[src/rtl/nexusv_clint.sv]
// -----------------------------------------------------------------------------
// nexusv_clint -- core-local interruptor for the nexusV SoC.
//
// A memory-mapped bus slave on the core data bus that holds:
//   * mtime    : 64-bit free-running timer, advanced once every TICK_DIV clocks
//   * mtimecmp : 64-bit compare value; mtip is raised while mtime >= mtimecmp
//   * msip     : single machine software-interrupt bit
//
// Register map (offset from BASE_ADDR, bus_addr[1:0] ignored):
//   0x0000 msip (bit 0), 0x4000/0x4004 mtimecmp lo/hi, 0xBFF8/0xBFFC mtime lo/hi.
//   Other offsets inside the 64 KiB region read 0 and ignore writes, but are
//   still acknowledged. Addresses outside the region get no response at all.
//
// Parameters:
//   BASE_ADDR : region base, region is BASE_ADDR .. BASE_ADDR+0xFFFF
//   TICK_DIV  : clk cycles per mtime increment, legal range 1..65535
//
// Ports:
//   clk        in   clock, all state on the rising edge
//   rst        in   synchronous active-high reset
//   bus_addr   in   byte address from the core
//   bus_wdata  in   write data
//   bus_write  in   1 = write, 0 = read
//   bus_valid  in   request present, held until bus_ready
//   bus_rdata  out  read data, valid while bus_ready is high (0 for writes)
//   bus_ready  out  one-cycle acknowledge, one cycle after the request is taken
//   mtip       out  machine timer interrupt pending (registered compare)
//   msip       out  machine software interrupt pending
// -----------------------------------------------------------------------------
module nexusv_clint #(
    parameter logic [31:0] BASE_ADDR = 32'h0200_0000,
    parameter int unsigned TICK_DIV  = 1
) (
    input  logic        clk,
    input  logic        rst,
    input  logic [31:0] bus_addr,
    input  logic [31:0] bus_wdata,
    input  logic        bus_write,
    input  logic        bus_valid,
    output logic [31:0] bus_rdata,
    output logic        bus_ready,
    output logic        mtip,
    output logic        msip
);

    // -------------------------------------------------------------------------
    // Register offsets (word aligned)
    // -------------------------------------------------------------------------
    localparam logic [15:0] OFF_MSIP     = 16'h0000;
    localparam logic [15:0] OFF_MTCMP_LO = 16'h4000;
    localparam logic [15:0] OFF_MTCMP_HI = 16'h4004;
    localparam logic [15:0] OFF_MTIME_LO = 16'hBFF8;
    localparam logic [15:0] OFF_MTIME_HI = 16'hBFFC;

    localparam logic [15:0] PCNT_LAST    = 16'(TICK_DIV - 1);

    typedef enum logic {
        ST_IDLE = 1'b0,
        ST_RESP = 1'b1
    } state_t;

    // -------------------------------------------------------------------------
    // State
    // -------------------------------------------------------------------------
    state_t      state_q;
    logic        bus_ready_q;
    logic [31:0] bus_rdata_q;

    logic [15:0] pcnt_q,     pcnt_d;
    logic [63:0] mtime_q,    mtime_d;
    logic [63:0] mtimecmp_q, mtimecmp_d;
    logic        msip_q,     msip_d;
    logic        mtip_q,     mtip_d;

    // -------------------------------------------------------------------------
    // Address decode
    // -------------------------------------------------------------------------
    logic [31:0] offset;
    logic [15:0] word_off;
    logic        in_region;
    logic        accept;
    logic        wr_en;
    logic        sel_msip;
    logic        sel_cmp_lo;
    logic        sel_cmp_hi;
    logic        sel_time_lo;
    logic        sel_time_hi;
    logic        unused_addr_bits;

    // The subtraction wraps for addresses below BASE_ADDR, which lands them in
    // the upper half of the offset space and so outside the region as well.
    assign offset    = bus_addr - BASE_ADDR;
    assign in_region = (offset[31:16] == 16'h0000);
    assign word_off  = {offset[15:2], 2'b00};

    // Byte lane bits are don't-care for word registers.
    assign unused_addr_bits = ^offset[1:0];

    // A request is taken only in IDLE; RESP ignores bus_valid completely.
    assign accept = (state_q == ST_IDLE) && bus_valid && in_region;
    assign wr_en  = accept && bus_write;

    assign sel_msip    = (word_off == OFF_MSIP);
    assign sel_cmp_lo  = (word_off == OFF_MTCMP_LO);
    assign sel_cmp_hi  = (word_off == OFF_MTCMP_HI);
    assign sel_time_lo = (word_off == OFF_MTIME_LO);
    assign sel_time_hi = (word_off == OFF_MTIME_HI);

    // -------------------------------------------------------------------------
    // Prescaler
    // -------------------------------------------------------------------------
    logic tick;

    assign tick   = (pcnt_q == PCNT_LAST);
    assign pcnt_d = tick ? 16'h0000 : (pcnt_q + 16'h0001);

    // -------------------------------------------------------------------------
    // mtime / mtimecmp next state, one 32-bit word per generate lane.
    // A write to either mtime word suppresses the increment for the whole
    // 64-bit counter that cycle, so the unwritten word keeps its old value
    // instead of picking up a carry.
    // -------------------------------------------------------------------------
    logic [63:0] mtime_inc;
    logic [1:0]  time_wr;
    logic [1:0]  cmp_wr;
    logic        time_wr_any;

    assign mtime_inc   = mtime_q + 64'd1;
    assign time_wr     = {wr_en && sel_time_hi, wr_en && sel_time_lo};
    assign cmp_wr      = {wr_en && sel_cmp_hi,  wr_en && sel_cmp_lo};
    assign time_wr_any = |time_wr;

    genvar gi;
    generate
        for (gi = 0; gi < 2; gi++) begin : g_word
            assign mtime_d[gi*32 +: 32] =
                time_wr[gi] ? bus_wdata :
                time_wr_any ? mtime_q[gi*32 +: 32] :
                tick        ? mtime_inc[gi*32 +: 32] :
                              mtime_q[gi*32 +: 32];

            assign mtimecmp_d[gi*32 +: 32] =
                cmp_wr[gi] ? bus_wdata : mtimecmp_q[gi*32 +: 32];
        end
    endgenerate

    assign msip_d = (wr_en && sel_msip) ? bus_wdata[0] : msip_q;

    // Compare uses pre-edge values, so mtip lags the condition by one cycle.
    assign mtip_d = (mtime_q >= mtimecmp_q);

    // -------------------------------------------------------------------------
    // Read mux (pre-edge register values)
    // -------------------------------------------------------------------------
    logic [31:0] rd_mux;
    logic [31:0] rdata_d;

    always_comb begin
        rd_mux = 32'h0000_0000;
        unique case (1'b1)
            sel_msip:    rd_mux = {31'h0, msip_q};
            sel_cmp_lo:  rd_mux = mtimecmp_q[31:0];
            sel_cmp_hi:  rd_mux = mtimecmp_q[63:32];
            sel_time_lo: rd_mux = mtime_q[31:0];
            sel_time_hi: rd_mux = mtime_q[63:32];
            default:     rd_mux = 32'h0000_0000;
        endcase
    end

    assign rdata_d = (accept && !bus_write) ? rd_mux : 32'h0000_0000;

    // -------------------------------------------------------------------------
    // Slave FSM with registered acknowledge and read data
    // -------------------------------------------------------------------------
    always_ff @(posedge clk) begin
        if (rst) begin
            state_q     <= ST_IDLE;
            bus_ready_q <= 1'b0;
            bus_rdata_q <= 32'h0000_0000;
        end else begin
            unique case (state_q)
                ST_IDLE: begin
                    if (accept) begin
                        state_q     <= ST_RESP;
                        bus_ready_q <= 1'b1;
                        bus_rdata_q <= rdata_d;
                    end else begin
                        bus_ready_q <= 1'b0;
                        bus_rdata_q <= 32'h0000_0000;
                    end
                end
                ST_RESP: begin
                    state_q     <= ST_IDLE;
                    bus_ready_q <= 1'b0;
                    bus_rdata_q <= 32'h0000_0000;
                end
                default: begin
                    state_q     <= ST_IDLE;
                    bus_ready_q <= 1'b0;
                    bus_rdata_q <= 32'h0000_0000;
                end
            endcase
        end
    end

    // -------------------------------------------------------------------------
    // Timer and interrupt registers
    // -------------------------------------------------------------------------
    always_ff @(posedge clk) begin
        if (rst) begin
            pcnt_q     <= 16'h0000;
            mtime_q    <= 64'h0;
            mtimecmp_q <= 64'hFFFF_FFFF_FFFF_FFFF;
            msip_q     <= 1'b0;
            mtip_q     <= 1'b0;
        end else begin
            pcnt_q     <= pcnt_d;
            mtime_q    <= mtime_d;
            mtimecmp_q <= mtimecmp_d;
            msip_q     <= msip_d;
            mtip_q     <= mtip_d;
        end
    end

    assign bus_ready = bus_ready_q;
    assign bus_rdata = bus_rdata_q;
    assign mtip      = mtip_q;
    assign msip      = msip_q;

endmodule

[config.mk]
export PLATFORM = sky130hd
export DESIGN_NAME = nexusv_clint
export DESIGN_NICKNAME = d
export VERILOG_FILES = /design/src/rtl/nexusv_clint.sv
export SDC_FILE = /design/constraint.sdc
export NUM_CORES = 1
export LEC_CHECK = 0
export BUFFER_PORTS_ARGS = -buffer_cell sky130_fd_sc_hd__buf_4
export CAP_MARGIN = 20
export CORE_ASPECT_RATIO = 2
export CORE_MARGIN = 2
export CORE_UTILIZATION = 40
export DETAILED_ROUTE_END_ITERATION = 10
export GPL_TIMING_DRIVEN = 0
export PLACE_DENSITY = 0.55
export SLEW_MARGIN = 25
export SYNTH_ARGS = -nofsm -noshare
export SYNTH_HDL_FRONTEND = slang
export SYNTH_SLANG_ARGS = --single-unit
[constraint.sdc]
create_clock -name clk -period 3.6 [get_ports clk]
set_input_delay 0.72 -clock clk [delete_from_list [all_inputs] [get_ports clk]]
set_output_delay 0.72 -clock clk [all_outputs]
set_load 0.01 [all_outputs]
==> flow_metrics.env, run 1 <==
export IMPL_outcome="complete, no violations"
export IMPL_seq_power_share_pct=47.7
export IMPL_p_switching_uw=1050
export IMPL_fmax_mhz=290
export IMPL_portBuffers=98
export IMPL_period_needed_ps=3450
export IMPL_core_area_sq_mm=0.0255
export IMPL_synth_cell_types=64
export IMPL_setup_viol=0
export IMPL_ys_seq_area_share_pct=34.8
export IMPL_crit_arrival_ps=3760
export IMPL_fin_crit_sh_pct=95.8
export IMPL_synth_xor_area_share_pct=1.96
export IMPL_synth_top_family_by_area="compound AO/OA/AOI/OAI gates"
export IMPL_grt_overflow=0
export IMPL_dr_wl_met2_mm=23.5
export IMPL_cts_buffer_depth=2
export IMPL_p_per_area_mw_per_mm2=343
export IMPL_syn_instance_count=1261
export IMPL_drive_gt1_share_pct=12.2
export IMPL_met3WireLength_mm=2.39
export IMPL_post_cts_buffers=0
export IMPL_tightest_slew_ps=949
export IMPL_wl_per_cell_um=26.0
export IMPL_ios=103
export IMPL_synth_seq_cells=179
export IMPL_cp_slowest_cell="nor4_1"
export IMPL_grt_antenna_before_repair=0
export IMPL_gp_congestion=0.955
export IMPL_cts_inserted_buffers=17
export IMPL_vias=11000
export IMPL_comb_power_share_pct=4.5
export IMPL_die_width_um=117
export IMPL_cap_violations=0
export IMPL_ys_flop_type="dfxtp_1"
export IMPL_reg2reg_from="mtime_q[5]"
export IMPL_min_path_type="flip-flop to flip-flop"
export IMPL_clk_pin_slew_worst_paths_ps=70
export IMPL_synthMuxAreaShare_pct=0.899
export IMPL_die_h_um=231
export IMPL_reg2reg_to="mtime_q[27]"
export IMPL_crit_required_ps=3910
export IMPL_rows=83
export IMPL_fin_area_sq_mm=0.0121
export IMPL_min_from="pcnt_q[0]"
export IMPL_start_kind="flip-flop"
export IMPL_yosysWarnings=0
export IMPL_swShare_pct=25.1
export IMPL_cts_root_buf="clkbuf_16"
export IMPL_cts_sinks=179
export IMPL_p_leak_uw=0.00487
export IMPL_dp_hpwl_mm=34.5
export IMPL_initial_utilization_pct=40.3
export IMPL_grt_max_degree=17
export IMPL_vdd_ir_drop_max_mv=0.327
export IMPL_critPathKind="flip-flop to flip-flop"
export IMPL_worstPathCellList="nand3_1, nor4_1, and3_1, clkbuf_1, clkbuf_1, a31oi_1, o21ai_0, a31oi_1"
export IMPL_cts_tree="built"
export IMPL_crit_fanout=10
export IMPL_syn_nets=1397
export IMPL_min_to="pcnt_q[0]"
export IMPL_insertion_delay_ps=470
export IMPL_rsz0062_at_grt="no"
export IMPL_synth_compound_area_share_pct=25.1
export IMPL_internal_power_uw=3120
export IMPL_cp_end_kind="flip-flop"
export IMPL_h_tree_depth=4
export IMPL_syn_area_sq_mm=0.0103
export IMPL_drt_iter0_markers=1091
export IMPL_dr_pass1_iters=7
export IMPL_grt_pass1_vias=11000
export IMPL_route_detailed_drc=0
export IMPL_ff2ff_setup_slack_ps=150
export IMPL_area_growth_pct=17.8
export IMPL_syn_area_per_cell_sq_um=8.17
export IMPL_maxSlewViolCount=0
export IMPL_skew_ps=10.5
export IMPL_synthArstFlopShare_pct=0
export IMPL_dr_max_layer_used="met4"
export IMPL_nets=1514
export IMPL_cpPeakStageDelay_ps=640
export IMPL_synth_edf_count=0
export IMPL_wl_met1_mm=15.3
export IMPL_synthSimpleGateAreaFrac_pct=22.8
export IMPL_synthAdderAreaFrac_pct=8.26
export IMPL_post_drt_via_cell_ratio=6.35
export IMPL_grt_total_usage_pct=33.1
export IMPL_hold_viol_final=0
export IMPL_wirelength_mm=45.1
export IMPL_grt_first_pass_wirelength_mm=66.6
export IMPL_dpl_cell_area_sq_mm=0.0115
export IMPL_clockPowerShare_pct=47.8
export IMPL_reg2reg_depth=8
export IMPL_drt_antenna_violating_nets=0
export IMPL_design_die_area_sq_mm=0.0271
export IMPL_utilization_pct=47.5
export IMPL_slew_headroom_pct=35.5
export IMPL_hold_path_cell_count=1
[critical path, delay by kind of cell, from the launching register on]
| family | cells | cell delay, ps |
|---|---|---|
| and+or+nand+nor | 3 | 1300 |
| buffers and inverters | 2 | 1000 |
| AOI/OAI and AO/OA | 3 | 510 |
| DFF | 1 | 490 |
[sequential cells by signal, indices dropped and copies added (netlist names)]
signal and cells:
bus_rdata 32, bus_ready 1, msip 1, mtime_q 64
mtimecmp_q 64, mtip 1, pcnt_q 16
[synth_stat cells, types with 8 or more instances]
master	number	share of area, %
dfxtp_1	179	35
nand2_1	146	5.3
nor2_1	82	3.0
inv_1	81	3.0
o211ai_1	78	5.7
clkbuf_1	75	2.7
ha_1	68	8.3
nand3_1	49	2.4
a21oi_1	47	2.3
o21ai_0	46	2.2
nand4_1	42	2.6
a31oi_1	36	2.2
a222oi_1	31	3.0
a22o_1	29	2.5
a211oi_1	26	1.9
nor3_1	23	1.1
or3_1	19	1.2
and3_1	17	1.0
nor4_1	17	1.0
xnor2_1	17	1.4
or4_1	11	0.80
and4_1	10	0.85
buf_2	8	0.39
[cell usage in the layout, fill, tap and decap left out, drive strengths merged, types with 44 or more instances in the layout]
cell type	instances
clkbuf	95
o21ai	46
inv	84
nand3	49
nand4	44
a21oi	47
nand2	146
o211ai	78
dfxtp	179
ha	68
nor2	82
buf	109
[layout make-up]
type,instances,area (sq um)
fill,2679,13400
multi-input combinational,914,6140
sequential,179,3580
timing repair buffer,98,736
clock buffer,19,453
tap,340,425
buffer,87,342
inverter,81,304
clock inverter,13,151
antenna,1,2.50
[kinds of logic after synthesis]
kind of cell | Yosys count
buffers and inverters | 168
adder cells (fa/ha/maj) | 68
AO/OA/AOI/OAI | 358
AND/OR/NAND/NOR | 456
flip-flops | 179
multiplexers | 9
XOR/XNOR | 23
[worst max-delay path by stage]
stage / depth (start not counted) / startpoint / endpoint
3_3_place_gp: 11 / bus_addr[25] / mtime_q[20]
6_report: 8 / mtime_q[5] / mtime_q[27]
4_1_cts: 8 / bus_addr[8] / mtimecmp_q[29]
2_1_floorplan: 10 / bus_addr[25] / mtime_q[20]
5_1_grt: 9 / bus_addr[8] / mtimecmp_q[25]
3_5_place_dp: 11 / bus_addr[25] / mtime_q[20]
[routing by layer]
layer | track usage [%] | up-vias
li1 | - | 5010
met4 | 26.1 | 0
met3 | 4.82 | 198
met1 | 32.5 | 5279
met5 | 0 | -
met2 | 61.3 | 510
[power by group through the flow]
stage	Sequential (uW)	Clock, uW	Combinational (uW)
floorplan	2030	0	54.0
global placement	2030	0	178
detailed placement	2030	0	179
CTS	1990	2000	181
global route	1990	2070	193
finish	1990	1990	186
[repair_timing]
action,CTS,global route
endpoints found under the setup margin,14,39
pin swaps,0,0
endpoints found under the hold margin,0,0
resized for setup,4,5
hold buffers,0,0
[metrics by stage]
stage	TNS [ps]	instances	hold slack (ps)	worst slack, ps	total power [uW]
2_1_floorplan	0	1261	442	760	2080
3_3_place_gp	-56460	1699	480	-910	2210
3_5_place_dp	-41620	1699	485	-931	2210
4_1_cts	0	1731	501	47.4	4170
5_1_grt	0	1731	520	79.9	4250
6_report	0	1732	490	151	4160
No activity file was read; power rests on OpenSTA's default activity.
==> run 2, diff against run 1 <==
--- a/config.mk
+++ b/config.mk
@@ -10,6 +10,7 @@
 export CORE_ASPECT_RATIO = 2
 export CORE_MARGIN = 2
 export CORE_UTILIZATION = 40
+export CTS_BUF_LIST = sky130_fd_sc_hd__clkbuf_4
 export DETAILED_ROUTE_END_ITERATION = 10
 export GPL_TIMING_DRIVEN = 0
 export PLACE_DENSITY = 0.55
==> run 2 against run 1 <==
Against the previous run:
- via count fell by 0.26%
- design area fell by 2.8%
- global-route usage about the same
- sequential share of layout area grew 0.87 points
- clock-buffer cell count fell by 2
- critical path type unchanged
- largest cell class unchanged
==> flow_metrics.env, run 2 (synthesized netlist as in run 1, its figures left out) <==
export IMPL_outcome="complete, no violations"
export IMPL_p_per_area_mw_per_mm2=291
export IMPL_nets=1514
export IMPL_drt_antenna_violating_nets=0
export IMPL_period_needed_ps=3490
export IMPL_dp_cells=1699
export IMPL_initial_utilization_pct=40.3
export IMPL_min_path_type="input pin to flip-flop"
export IMPL_area_growth_pct=14.5
export IMPL_cts_tree="built"
export IMPL_grt_overflow=0
export IMPL_p_leak_uw=0.00469
export IMPL_insertion_delay_ps=700
export IMPL_wirelength_mm=45.1
export IMPL_ios=103
export IMPL_fillers=2701
export IMPL_grt_max_degree=17
export IMPL_drt_iter0_markers=1061
export IMPL_grt_total_usage_pct=33.1
export IMPL_route_detailed_drc=0
export IMPL_wl_per_cell_um=26.0
export IMPL_portBuffers=98
export IMPL_grt_first_pass_wirelength_mm=66.5
export IMPL_crit_arrival_ps=4040
export IMPL_regArea_sq_mm=0.00358
export IMPL_cts_root_buf="clkbuf_4"
export IMPL_maxSlewViolCount=0
export IMPL_vdd_ir_drop_max_mv=0.273
export IMPL_worstPathCellList="nand3_1, nor4_1, and3_1, clkbuf_1, clkbuf_1, a31oi_1, o21ai_0, a31oi_1"
export IMPL_crit_required_ps=4160
export IMPL_skew_ps=25.9
export IMPL_fin_crit_sh_pct=96.8
export IMPL_die_h_um=231
export IMPL_setup_viol=0
export IMPL_layout_common_cells="dfxtp_1, nand2_1, buf_4"
export IMPL_dr_pass1_iters=7
export IMPL_core_area_sq_mm=0.0255
export IMPL_path_buf_inv=2
export IMPL_slew_headroom_pct=31.6
export IMPL_cts_sinks=179
export IMPL_start_kind="flip-flop"
export IMPL_cts_buffer_depth=2
export IMPL_total_power_uw=3440
export IMPL_dp_hpwl_mm=34.5
export IMPL_hold_viol_final=0
export IMPL_cp_end_kind="flip-flop"
export IMPL_min_from="bus_wdata[24]"
export IMPL_post_drt_via_cell_ratio=6.33
export IMPL_crit_family="simple AND/OR/NAND/NOR gates"
export IMPL_cap_violations=0
export IMPL_rows=83
export IMPL_die_width_um=117
export IMPL_cp_slowest_cell="nor4_1"
export IMPL_drive_gt1_share_pct=11.9
export IMPL_rsz0062_at_grt="no"
export IMPL_crit_start="mtime_q[5]"
export IMPL_reg2reg_from="mtime_q[5]"
export IMPL_design_die_area_sq_mm=0.0271
export IMPL_layout_cells_non_filler=1734
export IMPL_gp_congestion=0.955
export IMPL_cts_hold_buf=0
export IMPL_h_tree_depth=4
export IMPL_grt_antenna_before_repair=1
export IMPL_tightest_slew_ps=1030
export IMPL_grt_pass1_vias=11000
export IMPL_utilization_pct=46.1
export IMPL_fmax_mhz=287
export IMPL_whs_ps=270
export IMPL_crit_fanout=10
export IMPL_vias=11000
export IMPL_cpPeakStageDelay_ps=660
export IMPL_critPathKind="flip-flop to flip-flop"
export IMPL_cts_inserted_buffers=17
export IMPL_multi_input_area_sq_mm=0.00611
export IMPL_final_common_cell="dfxtp_1"
export IMPL_clk_pin_slew_worst_paths_ps=170
## run 2: cell count changes in the layout (fill, tap and decap cells not counted), moves of 2 or more
cell,before,now
clkbuf_16,17,0
clkbuf_8,2,0
diode_2,1,3
clkinv_1,0,2
clkbuf_4,0,17
## run 2: worst min-delay path, stage by stage
cell and delay (ps):
buf_4 110, nand2_1 50, o211ai_1 70
## run 2: stage by stage
stage               setup slack, ps  cell area [sq um]  setup TNS (ps)
floorplan                       760              10300               0
global placement               -910              11500          -56460
detailed placement             -931              11500          -41620
CTS                            61.7              11800               0
global route                   37.7              11800               0
finish                          115              11800               0
## run 2: report_power, final
group	internal, uW	total, uW	switching, uW	leakage, uW
clock network	421	1260	839	0.000157
logic	65.7	185	120	0.00309
registers	1990	1990	5.18	0.00144
## run 2: cell type report
cell class                 instances  area share [%]
clock inverter                    15            1.35
inverter                          81            2.58
buffer                            87            2.89
multi-input combinational        914            51.8
sequential                       179            30.4
antenna                            3          0.0637
tap                              340            3.61
clock buffer                      17            1.08
timing repair buffer              98            6.24
## run 2: per-layer routing
metal	wire (um)	GRT usage [%]	vias to the layer above
met5	0	0	-
met4	4170	27.3	0
met3	2250	4.92	205
met2	23300	60.5	493
met1	15400	32.7	5263
li1	-	-	5007
## run 2: worst paths after layout
kind              cells after the start  slack [ps]        endpoint
setup reg to reg                      8         110     mtime_q[27]
setup / recovery                      8         110     mtime_q[27]
hold reg to reg                       1         510       pcnt_q[0]
hold / removal                        3         270  mtimecmp_q[24]
## run 2: what timing repair did
item | in CTS | in global routing
endpoints found under the setup margin | 10 | 18
gates cloned | 0 | 0
buffers inserted | 0 | 0
resized for setup | 1 | 3
